## src/rtl/sensor_frame_transmitter.sv

```systemverilog
// Sensor frame transmitter.
// Latches a 102-bit sensor result on a data_avl strobe and sends it to the host as a
// 15-byte UART 8N1 frame: SYNC_BYTE, 13 payload bytes (LSB byte first), XOR checksum.
//
// Ports:
//   clk_72MHz         sole clock, rising edge
//   reset_n           asynchronous active-low reset
//   sensor_iterations sensor result word, valid while data_avl=1
//   data_avl          single-cycle strobe qualifying sensor_iterations
//   tx                UART serial output, idles high
//   busy              high while a frame is in flight
//   reset_parser      one-cycle pulse on the cycle a frame completes
//   overrun_count     saturating count of strobes dropped while busy
module sensor_frame_transmitter #(
  parameter int unsigned CLKS_PER_BIT = 625,
  parameter logic [7:0]  SYNC_BYTE    = 8'hA5
) (
  input  logic         clk_72MHz,
  input  logic         reset_n,
  input  logic [101:0] sensor_iterations,
  input  logic         data_avl,
  output logic         tx,
  output logic         busy,
  output logic         reset_parser,
  output logic [7:0]   overrun_count
);

  localparam int unsigned CntW = (CLKS_PER_BIT > 1) ? $clog2(CLKS_PER_BIT) : 1;
  localparam logic [CntW-1:0] CntLast = CntW'(CLKS_PER_BIT - 1);

  typedef enum logic [1:0] {StIdle, StStart, StData, StStop} state_e;

  state_e             state_q, state_d;
  logic [3:0]         byte_idx_q, byte_idx_d;
  logic [2:0]         bit_idx_q, bit_idx_d;
  logic [CntW-1:0]    cnt_q, cnt_d;
  logic [12:0][7:0]   payload_q, payload_d;
  logic [7:0]         csum_q, csum_d;
  logic               rp_q, rp_d;
  logic [7:0]         ovr_q, ovr_d;

  logic [12:0][7:0]   payload_in;
  logic [7:0]         csum_in;
  logic [7:0]         cur_byte;
  logic               cnt_last;

  assign payload_in = {2'b00, sensor_iterations};
  assign cnt_last   = (cnt_q == CntLast);

  // Checksum is formed once at latch time so it is stable for the whole frame.
  always_comb begin
    csum_in = '0;
    for (int k = 0; k < 13; k++) begin
      csum_in = csum_in ^ payload_in[k];
    end
  end

  // Byte index 0 is the sync marker, 1..13 the payload, 14 the checksum.
  always_comb begin
    cur_byte = SYNC_BYTE;
    if (byte_idx_q == 4'd14) begin
      cur_byte = csum_q;
    end else if (byte_idx_q != 4'd0) begin
      cur_byte = payload_q[byte_idx_q - 4'd1];
    end
  end

  always_comb begin
    state_d    = state_q;
    byte_idx_d = byte_idx_q;
    bit_idx_d  = bit_idx_q;
    cnt_d      = cnt_q;
    payload_d  = payload_q;
    csum_d     = csum_q;
    rp_d       = 1'b0;
    ovr_d      = ovr_q;

    if (data_avl && (state_q != StIdle) && (ovr_q != 8'hFF)) begin
      ovr_d = ovr_q + 8'd1;
    end

    unique case (state_q)
      StIdle: begin
        if (data_avl) begin
          payload_d  = payload_in;
          csum_d     = csum_in;
          state_d    = StStart;
          byte_idx_d = 4'd0;
          bit_idx_d  = 3'd0;
          cnt_d      = '0;
        end
      end
      StStart: begin
        if (cnt_last) begin
          cnt_d     = '0;
          bit_idx_d = 3'd0;
          state_d   = StData;
        end else begin
          cnt_d = cnt_q + 1'b1;
        end
      end
      StData: begin
        if (cnt_last) begin
          cnt_d = '0;
          if (bit_idx_q == 3'd7) begin
            state_d = StStop;
          end else begin
            bit_idx_d = bit_idx_q + 3'd1;
          end
        end else begin
          cnt_d = cnt_q + 1'b1;
        end
      end
      StStop: begin
        if (cnt_last) begin
          cnt_d = '0;
          if (byte_idx_q == 4'd14) begin
            state_d = StIdle;
            rp_d    = 1'b1;
          end else begin
            byte_idx_d = byte_idx_q + 4'd1;
            state_d    = StStart;
          end
        end else begin
          cnt_d = cnt_q + 1'b1;
        end
      end
      default: state_d = StIdle;
    endcase
  end

  always_ff @(posedge clk_72MHz or negedge reset_n) begin
    if (!reset_n) begin
      state_q    <= StIdle;
      byte_idx_q <= '0;
      bit_idx_q  <= '0;
      cnt_q      <= '0;
      payload_q  <= '0;
      csum_q     <= '0;
      rp_q       <= 1'b0;
      ovr_q      <= '0;
    end else begin
      state_q    <= state_d;
      byte_idx_q <= byte_idx_d;
      bit_idx_q  <= bit_idx_d;
      cnt_q      <= cnt_d;
      payload_q  <= payload_d;
      csum_q     <= csum_d;
      rp_q       <= rp_d;
      ovr_q      <= ovr_d;
    end
  end

  // Outputs decode straight from registered state, so reset forces them idle at once.
  always_comb begin
    tx = 1'b1;
    unique case (state_q)
      StIdle:  tx = 1'b1;
      StStart: tx = 1'b0;
      StData:  tx = cur_byte[bit_idx_q];
      StStop:  tx = 1'b1;
      default: tx = 1'b1;
    endcase
  end

  assign busy          = (state_q != StIdle);
  assign reset_parser  = rp_q;
  assign overrun_count = ovr_q;

endmodule

```

## config.mk

```make
export PLATFORM = sky130hd
export DESIGN_NAME = sensor_frame_transmitter
export DESIGN_NICKNAME = d
export VERILOG_FILES = /design/src/rtl/sensor_frame_transmitter.sv
export SDC_FILE = /design/constraint.sdc
export NUM_CORES = 1
export LEC_CHECK = 0
export BUFFER_PORTS_ARGS = -buffer_cell sky130_fd_sc_hd__buf_2
export CAP_MARGIN = 20
export CORE_MARGIN = 2
export CORE_UTILIZATION = 50
export CTS_CLUSTER_SIZE = 10
export DETAILED_ROUTE_END_ITERATION = 10
export PLACE_DENSITY = 0.7
export SLEW_MARGIN = 20
export SYNTH_ARGS = -nofsm -noshare
export SYNTH_HDL_FRONTEND = slang
export SYNTH_SLANG_ARGS = --single-unit
```

## constraint.sdc

```tcl
create_clock -name clk_72MHz -period 4 [get_ports clk_72MHz]
set_input_delay 0.6 -clock clk_72MHz [delete_from_list [all_inputs] [get_ports clk_72MHz]]
set_output_delay 0.6 -clock clk_72MHz [all_outputs]
set_load 0.01 [all_outputs]
```

# --- Yosys cells after proc, flatten, opt, wreduce, memory -nomap -nowiden ---
# Cells that the tools add are included.
classes:
  addsub: 5
  magnitude_cmp: 2
  n_eq_ne: 14
  muxes: 29
  n_bitwise: 12
  reduce_logical: 13
ops:
  columns: ["cell", "count"]
  rows:
  - ["8-bit bitwise XOR", 11]
  - ["8-bit binary-select mux with 4-bit select", 1]
  - ["8-bit two-way mux", 3]
  - ["10-bit two-way mux", 2]
  - ["10-bit one-hot mux with 2 select lines", 1]
  - ["2-bit != test, second input constant", 7]
  - ["3-bit two-way mux", 4]
  - ["4-bit two-way mux", 3]
  - ["10-bit by 1-bit adder with 10-bit output, second input constant", 1]
  - ["10-bit == test, second input constant", 1]
  - ["2-bit two-way mux", 5]
  - ["5-bit AND reduction", 2]
  - ["3-bit one-hot mux with 3 select lines", 1]
  - ["8-bit by 1-bit adder with 8-bit output, second input constant", 1]
  - ["8-bit != test, second input constant", 1]
  - ["2-bit one-hot mux with 4 select lines", 1]
  - ["4-bit one-hot mux with 2 select lines", 1]
  - ["8-bit by 6-bit bitwise XOR with 8-bit output", 1]
  - ["4-bit by 5-bit < comparator with 1-bit output, second input constant", 1]
  - ["1-bit two-way mux", 5]
  - ["4-bit by 1-bit adder with 4-bit output, second input constant", 1]
  - ["2-bit == test, second input constant", 2]
  - ["4-bit == test, second input constant", 1]
  - ["3-bit by 4-bit < comparator with 1-bit output, second input constant", 1]
  - ["15 further kinds", 17]
totals:
  register_bits: 138
  in_bits: 105
  output_inout_bits: 11
  word_cells: 95

# --- Depth between registers and ports, before layout ---
# Gate-level depths: netlist of the first run.
depth:
  word_depth: 12
  depth_mapped: 13
  mapped_depth_nobuf: 8

# --- Worst setup path after synthesis of the first run ---
# Ideal clock, no wire load.
synth_path:
  kind: "register -> output"
  start: "register byte_idx_q[0]"
  end: "output port tx"
  arrival_ps: 2608
  slack_ps: 792
  path_stages_with_launch: 13
  path_cell_list: "dfrtp_1 -> buf_6 -> buf_6 -> buf_2 -> inv_1 -> ha_1 -> xor2_4 -> and3_1 -> buf_6 -> a221oi_2 -> a311oi_1 -> o2111ai_1 -> a32oi_1"
synth_via:
  elab_chain_len: 8
synth_rtl:
  columns: ["item", "line_no", "rtl"]
  rows:
  - ["from (decl)", "34", "logic [3:0] byte_idx_q, byte_idx_d;"]
  - ["from (signal assigned)", "144", "byte_idx_q <= byte_idx_d;"]
  - ["4-bit by 1-bit subtractor with 4-bit output", "64", "cur_byte = payload_q[byte_idx_q - 4'd1];"]
  - ["8-bit binary-select mux with 4-bit select", "64", null]
  - ["8-bit two-way mux (implied by the code)", "64", null]
  - ["8-bit two-way mux", "63", "end else if (byte_idx_q != 4'd0) begin"]
  - ["8-bit two-way mux *", "61", "if (byte_idx_q == 4'd14) begin"]
  - ["1-bit binary-select mux with 3-bit select *", "160", "StData: tx = cur_byte[bit_idx_q];"]
  - ["1-bit two-way mux (implied by the code) *", "160", null]
  - ["1-bit one-hot mux with 3 select lines *", "157", "unique case (state_q)"]
  - ["to (decl)", "22", "output logic tx,"]
# Mark *: on every way between the ends. The rest lies on a longest branch, timed or not. The select of a mux whose other input is x is not followed.

# --- Worst setup path in the final report of the first run ---
# Same ends and word-level chain as after synthesis.

==> results list, run 1 <==
- Fraction of layout cells with a size suffix above 1: 41.8%
- Summed over all nets, the half-perimeter wirelength after detailed placement is 11800 um.
* Final Max Slew Viols: 0
* Height of the die: 126 um
- In this run the deepest clock path goes through 2 buffers.
* Fin. Hold Viols: 0
* Worst setup timing slack at the placement stage: 0.506 ns
- Setup slack on the worst reg-to-reg path comes out at 1.67 ns.
- Worst reg-to-reg path cell count: 5
- Count of port buffers added during placement: 115
* Yosys reg bits: 138
* Maximum resistive drop on vdd: 387 uV
* Most common cell after layout, fill and taps aside: sky130_fd_sc_hd__dfrtp_1
- STA classifies the critical path startpoint as a flop.
* Area overhead of the layout relative to synthesis: 18.0%
- Cell area after synthesis: 7500 um2
- The worst setup path is captured at an output pin.
* Power density cells: 391 nW/um2
- Clock-pin slew was measured on the worst setup and hold paths at 0.06 ns.
* Wire length of the first global-routing pass: 26700 um
* Lkg Pwr: 4.20 nW
- Antenna violations before repair: 0
- Inserted Clock Buffers: 17
- Setup repair after global routing left no endpoint under its margin.
- For the pin with the worst max-slew slack, the measured transition is 0.824 ns.
- Tracing the worst setup path back leads to its startpoint at byte_idx_q[0]$_DFFE_PN0P_.
- Sum of routed wire length over all layers: 16200 um
- Clock tree synthesis selected as its root buffer the cell sky130_fd_sc_hd__clkbuf_16.
- Counting every instance in the synthesized netlist gives 593.
- TritonCTS built the clock tree.
- For the worst setup path, the data required time is 3.40 ns.
- The synthesized design contains 0 enable-type register cells.
- The congestion estimate from routability-driven global placement came to 0.849.
- In this run the critical register-to-register path is captured at payload_q[86]$_DFFE_PN0P_.
- Synth unique cells: 56
- For this run, the number of Yosys warnings is 0.
- Buffers inserted to repair hold after CTS numbered 0.
- The clock net in this run drives a total of 138 sinks.
- Filler cell count: 1190
- The flow ran to the end, and the final reports show no timing, DRC or antenna violations.
- Net count after synthesis: 711
- Max-cap violations in this run came to 0.
- Leaving out fill and tap cells, the most frequent cells in the layout are sky130_fd_sc_hd__dfrtp_1, sky130_fd_sc_hd__buf_2, sky130_fd_sc_hd__mux2_2.
- Number of H-tree branching levels: 4
* Routed WL per cell: 17.9 um
- Avg Cell Area, Syn: 12.6 um2
- Leftover overflow at the end of global routing: 0
- For this run, asynchronously set or reset flops after synthesis account for 100%.
* Via count: 5009
* Antenna Cells: 0
* Fmax: 264 MHz
- Antenna-violating nets left: 0
- Sum Neg Setup Slack: 0 ns
- Total track usage: 21.4%
- Detailed-route vias per instance: 5.53
- Number of global-route vias before repair: 5214
- In this run, the number of DRC markers left after iteration 0 of detailed routing was 221.
* Area of the placeable core: 14600 um2
- On the final layout, the worst clock skew is 0.00735 ns.
* Post-layout worst setup margin: 0.217 ns
- WP data arrival: 3.18 ns
- Start of the worst register-to-register path: state_q[0]$_DFFE_PN0P_
- Type of the setup path with the least slack: flop to output pin
- The path class of the tightest hold or removal check is primary input to asynchronous set/reset pin.
* Final worst path period share: 94.6%
- I/O pin count: 116
- For this configuration, the core starts out at a cell density of 51.4%.
* Primary flip-flop cell chosen by synthesis mapping: sky130_fd_sc_hd__dfrtp_1
* Largest net degree at the start of global routing: 94
- DR pass1 iterations: 4
- Die boundary width: 126 um
- After synthesis, flip-flops and latches occupy 46.0% of the total area.
* Crit-path max FO: 21
- Worst max-slew margin expressed relative to the limit: 45.1%
- In the routed design, unresolved DRC markers number 0.
- Counting I/O delays and the setup requirement, the final critical path takes 3.78 ns.
* Setup-failing EPs final: 0
* Final nets: 828
- The clock reaches the later pin of the worst-skew pair after 0.42 ns.
- The die covers 16000 um2.
* Number of placement rows: 44
-- through the flow --
stage / power [mW] / util (%) / hold slack [ns] / instance area (um2) / std cells
CTS: 3.50 / 60.4 / 0.288 / 8820 / 904
detailed placement: 1.91 / 56.3 / 0.473 / 8220 / 873
floorplan: 1.73 / - / 0.304 / 7500 / 593
finish: 3.46 / 60.7 / 0.241 / 8850 / 906
global placement: 1.89 / 56.3 / 0.466 / 8220 / 873
global route: 3.60 / 60.7 / 0.322 / 8850 / 906
-- repair_timing --
action / CTS / global route
hold endpoints to repair: 0 / 0
buffers inserted: 0 / 2
gates resized for setup: 0 / 3
endpoints found under the setup margin: 0 / 1
-- worst max-delay path by stage --
stage	endpoint	slack [ns]
after floorplan	tx	0.79
final	tx	0.22
after detailed placement	tx	0.51
after global routing	tx	0.01
after CTS	tx	0.03
after global placement	tx	0.54
-- logic make-up (layout without fill, tap and decap cells) --
| family | Yosys count | in the layout | share of synthesized area, % |
|---|---|---|---|
| compound gates | 58 | 58 | 5.64 |
| xor+xnor | 110 | 110 | 13.2 |
| fa+ha+maj | 13 | 13 | 2.17 |
| buf+inv | 39 | 168 | 2.77 |
| flops | 138 | 138 | 46.0 |
| mux | 136 | 136 | 24.0 |
| simple gates | 99 | 99 | 6.22 |
-- critical path, stage by stage (launching register included) --
cell                        delay (ns)
sky130_fd_sc_hd__dfrtp_4          0.56
sky130_fd_sc_hd__inv_1            0.10
sky130_fd_sc_hd__ha_2             0.33
sky130_fd_sc_hd__buf_4            0.28
sky130_fd_sc_hd__and3_1           0.36
sky130_fd_sc_hd__a221oi_2         0.11
sky130_fd_sc_hd__a311oi_1         0.30
sky130_fd_sc_hd__o2111ai_1        0.16
sky130_fd_sc_hd__a32oi_1          0.34
sky130_fd_sc_hd__buf_2            0.20
-- synthesized netlist by cell type, drive strengths merged, types with 2 or more instances --
master	n	area (um2)
mux2i	7	70.1
o311ai	2	25.0
nand4	6	37.5
a2111oi	2	17.5
clkbuf	16	70.1
or3	3	18.8
and3	5	31.3
mux2	105	1180
o211ai	3	22.5
nand2	39	146
a22oi	2	15.0
a21o	2	16.3
nor2	19	71.3
xnor2	83	734
nor3	3	15.0
a21oi	8	40.0
mux4	24	546
o21ai	17	85.1
nor2b	3	18.8
nand3	11	60.1
a221oi	4	41.3
and2	3	18.8
nand2b	2	12.5
or2	3	18.8
ha	13	163
a311oi	4	35.0
inv	12	45.0
buf	10	83.8
a22o	2	17.5
xor2	27	255
dfrtp	138	3450
-- cell type report --
cell class	instances	area (um2)	share of cell area, %
clock buffer	21	480	5.43
inverter	12	45.0	0.509
clock inverter	10	116	1.31
timing repair buffer	125	657	7.42
tap	184	230	2.60
multi-input combinational	416	3860	43.7
sequential	138	3460	39.1
-- routing by layer --
| layer | up-vias | global-route usage [%] | routed length, um |
|---|---|---|---|
| met1 | 2517 | 28.2 | 7160 |
| met5 | - | 0 | 0 |
| li1 | 2344 | - | - |
| met2 | 131 | 35.1 | 8120 |
| met4 | 0 | 7.89 | 227 |
| met3 | 17 | 4.26 | 723 |
-- flip-flops by register name (all words and copies together), names as in the netlist --
register,count
overrun_count,8
csum_q,8
reset_parser,1
cnt_q,10
bit_idx_q,3
state_q,2
byte_idx_q,4
payload_q,102
-- where the power goes --
part	leakage (nW)	internal [mW]	switching (mW)
registers	1.89	1.43	0.0393
logic	2.03	0.206	0.210
clock network	0.291	0.979	0.594
total	4.20	2.61	0.844
Note: power is estimated with default switching activity, not from simulation.
==> run 2: changes to the inputs <==
--- a/config.mk
+++ b/config.mk
@@ -5,13 +5,17 @@
 export SDC_FILE = /design/constraint.sdc
 export NUM_CORES = 1
 export LEC_CHECK = 0
+export ABC_AREA = 0
 export BUFFER_PORTS_ARGS = -buffer_cell sky130_fd_sc_hd__buf_2
 export CAP_MARGIN = 20
+export CELL_PAD_IN_SITES_DETAIL_PLACEMENT = 2
+export CELL_PAD_IN_SITES_GLOBAL_PLACEMENT = 2
 export CORE_MARGIN = 2
-export CORE_UTILIZATION = 50
+export CORE_UTILIZATION = 40
+export CTS_BUF_LIST = sky130_fd_sc_hd__clkbuf_8
 export CTS_CLUSTER_SIZE = 10
 export DETAILED_ROUTE_END_ITERATION = 10
-export PLACE_DENSITY = 0.7
+export PLACE_DENSITY = 0.8
 export SLEW_MARGIN = 20
 export SYNTH_ARGS = -nofsm -noshare
 export SYNTH_HDL_FRONTEND = slang
==> run 2 against run 1 <==
Cell count is 5.4% higher. Utilization is 14 points lower. Combinational power is 4% higher. Global-route usage is 1.2 points higher. Highest routed layer unchanged. Clock-buffer cell count is 3 lower.
==> results list, run 2 (synthesized netlist as in run 1, its figures left out) <==
- The run finished with clean final reports.
- Count of port buffers added during placement: 115 (unchanged)
- CTS clk-pin slew, worst paths: 0.09 ns (+0.03 ns)
* Setup repair after global routing missed its margin: no
- The worst-skew pair later-pin latency was 0.45 ns (+0.03 ns).
- The detailed-placement wirelength estimate is 15600 um (+33%).
* Die boundary width: 141 um (+11%)
- Height of the die: 141 um (+11%)
* Number of clock sinks: 138 (unchanged)
* Total power of the final layout: 3.03 mW (-12%)
- The instance area after placement came to 8280 um2 (+0.76%).
- Count of buffers added by post-CTS timing repair for setup: 0 (unchanged)
- Leaving out fill and tap cells, the most frequent cells in the layout are sky130_fd_sc_hd__dfrtp_1, sky130_fd_sc_hd__buf_2, sky130_fd_sc_hd__mux2_2.
- Grouping stages by cell kind, the critical path spends the most delay in compound AO/OA/AOI/OAI gates.
* Fraction of layout cells with a size suffix above 1: 41.5% (-0.36 points)
- Cts hold-fix bufs: 0 (unchanged)
* Antenna-violating nets left: 0 (unchanged)
- The final hold violation count is 0 (unchanged).
- DR pass1 iterations: 4 (unchanged)
- Root cell of the clock tree: sky130_fd_sc_hd__clkbuf_8
- Wire length of the first global-routing pass: 34300 um (+28%)
* Worst max-slew margin expressed relative to the limit: 40.6% (-4.5 points)
- Inserted Clock Buffers: 17 (unchanged)
- The number of nets in the layout is 826 (-0.24%).
- The achievable clock frequency came to 260 MHz (-1.7%).
- The final total negative setup slack came to 0 ns (unchanged).
* Max Root-Sink Buffers: 2 (unchanged)
- Fin area: 8670 um2 (-2.1%)
- Measured slew at the worst slew-check pin: 0.892 ns (+0.0680 ns)
* Cell with the largest stage delay on the worst path: sky130_fd_sc_hd__dfrtp_1
* Kind of launch point of the worst setup path: flop
* Initial cell density of the core: 40.4% (-11 points)
- The maximum fanout along the worst path is 10 (-52%).
- The pin count of the biggest net entering global routing was 94 (unchanged).
* Area overhead of the layout relative to synthesis: 15.5%
* DRC violation count after routing: 0 (unchanged)
- CP Cell Sequence: inv_1 > ha_1 > xor2_4 > and3_1 > a221oi_1 > o311ai_2 > o211ai_1 > a32oi_1 > buf_2
* Antenna violations before repair: 0 (unchanged)
* Final Critical Period: 3.85 ns (+0.0641 ns)
- The data arrival time of the worst path is 3.25 ns (+0.07 ns).
- Buffer and inverter count on the worst path: 2 (-1)
* Max reg flops: 102 (unchanged)
- The worst ir drop on vdd was 196 uV (-49%).
- Worst setup timing slack at the placement stage: 0.651 ns (+0.146 ns)
- The number of DRC markers in iteration 0 came to 206 (-6.8%).
- Type of the setup path with the least slack: flop to output pin
- Power density cells: 349 nW/um2 (-11%)
* Data required time of the worst path: 3.40 ns (about the same)
* Detailed-route vias per instance: 5.40 (-2.4%)
- Setup crit end kind: output pin
- The routed wirelength normalized by instance count came to 22.3 um (+24%).
* Most common cell after layout, fill and taps aside: sky130_fd_sc_hd__dfrtp_1
- The worst path setup slack after routing was 0.152 ns (-0.0641 ns).
- Total die area: 19900 um2 (+24%)
* Via count: 5155 (+2.9%)
* Final Max Slew Viols: 0 (unchanged)
- Worst stage delay on the critical path: 0.50 ns (-0.06 ns)
- Setup-failing EPs final: 0 (unchanged)
- Total track usage: 22.5% (+1.2 points)
- Antenna Cells: 0 (unchanged)
* Worst setup slack for register-to-register paths: 1.39 ns (-0.28 ns)
- The setup clock skew after layout was 0.00969 ns (+0.00233 ns).
* I/O pin count: 116 (unchanged)
- The final weighted congestion of routability-driven global placement was 0.843 (-0.65%).
- Area of the placeable core: 18600 um2 (+27%)
- The largest registers in the layout are payload_q: 102 flops, cnt_q: 10 flops.
- Worst Hold Class: primary input to asynchronous set/reset pin
- Resize count post-CTS: 0 (unchanged)
* Lkg Pwr: 4.10 nW (-2.4%)
- Leftover overflow at the end of global routing: 0 (unchanged)
* Max-cap violation count: 0 (unchanged)
* TritonCTS clock tree: yes
* Number of H-tree branching levels: 4 (unchanged)
- Final worst path period share: 96.2% (+1.6 points)
- Number of global-route vias before repair: 6015 (+15%)
- Top reg by flops: payload_q
- Sum of routed wire length over all layers: 21300 um (+31%)
* Number of placement rows: 50 (+14%)
## run 2: changes by cell type in the layout (fill, tap and decap cells not counted), sizes merged
| cell | previous run | this run |
|---|---|---|
| buf | 125 | 123 |
| bufinv | 2 | 1 |
| clkbuf | 21 | 18 |
| clkinv | 5 | 6 |
| inv | 13 | 17 |
## run 2: worst paths after layout
check / cells after the start / to / from
worst max-delay path: 9 / tx / byte_idx_q[1]$_DFFE_PN0P_
worst min-delay path: 1 / overrun_count[3]$_DFFE_PN0P_ / reset_n
worst max register to register: 5 / payload_q[91]$_DFFE_PN0P_ / state_q[0]$_DFFE_PN0P_
worst min register to register: 2 / csum_q[0]$_DFFE_PN0P_ / csum_q[0]$_DFFE_PN0P_
max in group asynchronous: 2 / payload_q[29]$_DFFE_PN0P_ / reset_n
min in group clk_72MHz: 2 / payload_q[7]$_DFFE_PN0P_ / sensor_iterations[7]
## run 2: layer usage
layer	vias up	part of all wire (%)	global-route usage (%)
met1	2704	43	28.3
met4	0	1.3	5.63
met3	22	2.6	3.63
met2	96	53	40.7
met5	-	0	0
li1	2333	-	-
## run 2: power breakdown
part           switching [mW]  internal (mW)
sequential             0.0434           1.42
combinational           0.228          0.205
clock                   0.604          0.521
## run 2: worst reg2reg max path: stages, from the launching register on
cell and delay (ns):
sky130_fd_sc_hd__dfrtp_1 0.40, sky130_fd_sc_hd__inv_1 0.13, sky130_fd_sc_hd__ha_1 0.34, sky130_fd_sc_hd__nand2_4 0.60
sky130_fd_sc_hd__buf_4 0.60, sky130_fd_sc_hd__mux2_2 0.43
## run 2: stage by stage
stage	utilization (%)	hold slack (ns)	instances
finish	46.6	0.235	955
global route	46.6	0.294	955
CTS	46.6	0.267	955
detailed placement	44.6	0.481	923
global placement	44.6	0.471	923
floorplan	-	0.304	593
## run 2: final cells by class
cell class              count  area (um2)
fillers                  1873        9910
well taps                 234         293
flip-flops and latches    138        3450
inverters                  12        45.0
clock inverters            14         138
repair buffers            123         642
clock buffers              18         248
multi-input cells         416        3850
==> run 3: changes to the inputs <==
--- a/config.mk
+++ b/config.mk
@@ -8,11 +8,12 @@
 export ABC_AREA = 0
 export BUFFER_PORTS_ARGS = -buffer_cell sky130_fd_sc_hd__buf_2
 export CAP_MARGIN = 20
-export CELL_PAD_IN_SITES_DETAIL_PLACEMENT = 2
+export CELL_PAD_IN_SITES_DETAIL_PLACEMENT = 0
 export CELL_PAD_IN_SITES_GLOBAL_PLACEMENT = 2
 export CORE_MARGIN = 2
 export CORE_UTILIZATION = 40
 export CTS_BUF_LIST = sky130_fd_sc_hd__clkbuf_8
+export CTS_CLUSTER_DIAMETER = 100
 export CTS_CLUSTER_SIZE = 10
 export DETAILED_ROUTE_END_ITERATION = 10
 export PLACE_DENSITY = 0.8
==> run 3 against run 2 <==
First-iteration DRC count increased by 8.7%. Worst hold slack got worse by 0.037 ns. Sequential cell count unchanged. Wire length decreased by 23%. Cell count increased by 0.31%. Clock-buffer cell count decreased by 1. Register-to-register slack improved by 0.12 ns. Die area unchanged. Critical endpoint unchanged. Largest cell class unchanged. Highest routed layer unchanged.
==> results list, run 3 (synthesized netlist as in run 1, its figures left out) <==
- The flow ran to the end, and the final reports show no timing, DRC or antenna violations.
- Fin Hold WS: 0.199 ns (-0.0368 ns)
- Count of port buffers added during placement: 115 (unchanged)
- Final worst path period share: 90.6% (-5.6 points)
* Number of global-route vias before repair: 5203 (-13%)
* Number of H-tree branching levels: 4 (unchanged)
- Count of routing violations after the opening detailed-route iteration: 224 (+8.7%)
- The flip-flop count of the largest register after layout came to 102 (unchanged).
- Power density cells: 339 nW/um2 (-2.8%)
- Detailed-route vias per instance: 5.09 (-5.8%)
- Filler cell count: 1706 (-8.9%)
- Antenna Cells: 0 (unchanged)
- Routed WL per cell: 17.1 um (-23%)
- The maximum buffer depth of the clock tree came to 2 (unchanged).
- The critical path is of the flop to output pin type.
- Crit-path max FO: 16 (+6)
- The number of violations of the max-capacitance limit is 0 (unchanged).
* Largest clock skew in the final design: 0.00859 ns (-0.00109 ns)
* Area used by multi-input combinational logic: 3850 um2 (unchanged)
- TritonCTS clock tree: yes
- The worst setup path is launched from a flop.
* Final Critical Period: 3.62 ns (-0.225 ns)
* Number of placement rows: 50 (unchanged)
- Worst setup timing slack at the placement stage: 0.685 ns (+0.0332 ns)
- Final core utilization: 46.6% (about the same)
- The slew of the pin with the lowest slew margin was 0.902 ns (+0.0106 ns).
- Reg area: 3450 um2 (unchanged)
- The number of resized instances in the post-cts repair step is 0 (unchanged).
- Fmax: 276 MHz (+6.2%)
- Maximum resistive drop on vdd: 194 uV (-0.60%)
- Lkg Pwr: 4.11 nW (+0.12%)
* DR pass1 iterations: 4 (unchanged)
- Inserted Clock Buffers: 17 (unchanged)
* Fraction of layout cells with a size suffix above 1: 41.6% (+0.10 points)
* Setup-failing EPs final: 0 (unchanged)
- Most common cell after layout, fill and taps aside: sky130_fd_sc_hd__dfrtp_1
* Number of clock sinks: 138 (unchanged)
- More flip-flops sit in one register than any other, and that register is payload_q.
- Root cell of the clock tree: sky130_fd_sc_hd__clkbuf_8
* DRC violation count after routing: 0 (unchanged)
- The data arrival time of the worst path is 3.02 ns (-0.23 ns).
- Total track usage: 17.3% (-5.2 points)
- The starting utilization of the core area is 40.4% (unchanged).
- The worst path setup slack after routing was 0.377 ns (+0.225 ns).
- STA classifies the critical path endpoint as an output pin.
- The number of nets still failing antenna checks after routing is 0 (unchanged).
- The area added between synthesis and finish is 15.5% (about the same).
- The hold-fix buffer count after cts came to 0 (unchanged).
- The clock transition at the register clock pins on the worst setup and hold paths after CTS was 0.08 ns (about the same).
* Via count: 4873 (-5.5%)
- Fin area: 8660 um2 (about the same)
- The vertical extent of the die is 141 um (unchanged).
- The detailed-placement wirelength estimate is 12200 um (-22%).
- RePlAce Congestion: 0.843 (unchanged)
- The worst-skew pair later-pin latency is 0.44 ns (about the same).
* Final Max Slew Viols: 0 (unchanged)
- The overall routed net length is 16400 um (-23%).
- Total die area: 19900 um2 (unchanged)
- The number of nets in the layout is 829 (+0.36%).
* Worst Hold Class: primary input to asynchronous set/reset pin
* Antenna violations before repair: 0 (unchanged)
- Largest net degree at the start of global routing: 94 (unchanged)
- Commonest cells after routing, fill and taps aside: sky130_fd_sc_hd__dfrtp_1, sky130_fd_sc_hd__buf_2, sky130_fd_sc_hd__mux2_2
* Count of buffers added by post-CTS timing repair for setup: 0 (unchanged)
* Fin. Hold Viols: 0 (unchanged)
- The total congestion overflow after global routing is 0 (unchanged).
* Die boundary width: 141 um (unchanged)
* Worst max-slew margin expressed relative to the limit: 39.8% (-0.71 points)
* I/O pin count: 116 (unchanged)
- The instance area after placement was 8280 um2 (unchanged).
* Wire length of the first global-routing pass: 27000 um (-21%)
- Area of the placeable core: 18600 um2 (unchanged)
- In the final layout, the registers with the most flip-flops are payload_q: 102 flops, cnt_q: 10 flops.
- The required time reported for the critical path endpoint was 3.40 ns (about the same).
- Setup repair after global routing left no endpoint under its margin.
- Sum Neg Setup Slack: 0 ns (unchanged)
-- run 3: cell types whose count changed in the layout (fill, tap and decap cells not counted) --
cell and change:
sky130_fd_sc_hd__inv_6 -2, sky130_fd_sc_hd__clkinv_4 -3, sky130_fd_sc_hd__clkinvlp_4 +1, sky130_fd_sc_hd__clkbuf_8 -1, sky130_fd_sc_hd__clkinv_2 +4, sky130_fd_sc_hd__buf_4 +3
sky130_fd_sc_hd__inv_1 +1
-- run 3: worst paths after layout --
path | startpoint | to | slack, ns | cells after the start
setup reg to reg | state_q[0]$_DFFE_PN0P_ | payload_q[19]$_DFFE_PN0P_ | 1.51 | 5
hold / removal | reset_n | cnt_q[8]$_DFFE_PN0P_ | 0.20 | 1
hold reg to reg | csum_q[0]$_DFFE_PN0P_ | csum_q[0]$_DFFE_PN0P_ | 0.49 | 2
max in group asynchronous | reset_n | payload_q[63]$_DFFE_PN0P_ | 2.90 | 2
setup / recovery | byte_idx_q[1]$_DFFE_PN0P_ | tx | 0.38 | 9
min in group clk_72MHz | sensor_iterations[96] | payload_q[96]$_DFFE_PN0P_ | 0.41 | 2
-- run 3: cell type report --
cell class / count / share of cell area (%)
multi-input combinational: 416 / 44.4
clock inverter: 15 / 1.44
tap: 234 / 3.38
sequential: 138 / 39.9
inverter: 12 / 0.520
clock buffer: 17 / 2.70
timing repair buffer: 126 / 7.67
-- run 3: per-stage QoR --
stage,power (mW),instances
final,2.94,958
after global routing,3.09,958
after CTS,2.98,955
after detailed placement,1.92,923
after global placement,1.90,923
after floorplan,1.73,593
-- run 3: routing by layer --
metal | up-vias | global-route usage [%] | routed length, um | part of all wire [%]
met5 | - | 0 | 0 | 0
li1 | 2344 | - | - | -
met1 | 2442 | 24.5 | 7870 | 48
met2 | 78 | 27.4 | 7870 | 48
met4 | 0 | 3.79 | 128 | 0.78
met3 | 9 | 4.08 | 532 | 3.2
-- run 3: power breakdown --
part | total, mW | switching (mW) | internal, mW
clock | 1.06 | 0.568 | 0.489
sequential | 1.46 | 0.0391 | 1.43
combinational | 0.417 | 0.212 | 0.205
-- run 3: worst max-delay path, cell delays in order (launching register included) --
cell                        delay [ns]
sky130_fd_sc_hd__dfrtp_1          0.52
sky130_fd_sc_hd__inv_1            0.12
sky130_fd_sc_hd__ha_1             0.32
sky130_fd_sc_hd__buf_4            0.25
sky130_fd_sc_hd__and3_1           0.34
sky130_fd_sc_hd__a221oi_2         0.11
sky130_fd_sc_hd__a311oi_1         0.30
sky130_fd_sc_hd__o2111ai_1        0.18
sky130_fd_sc_hd__a32oi_1          0.25
sky130_fd_sc_hd__buf_2            0.18
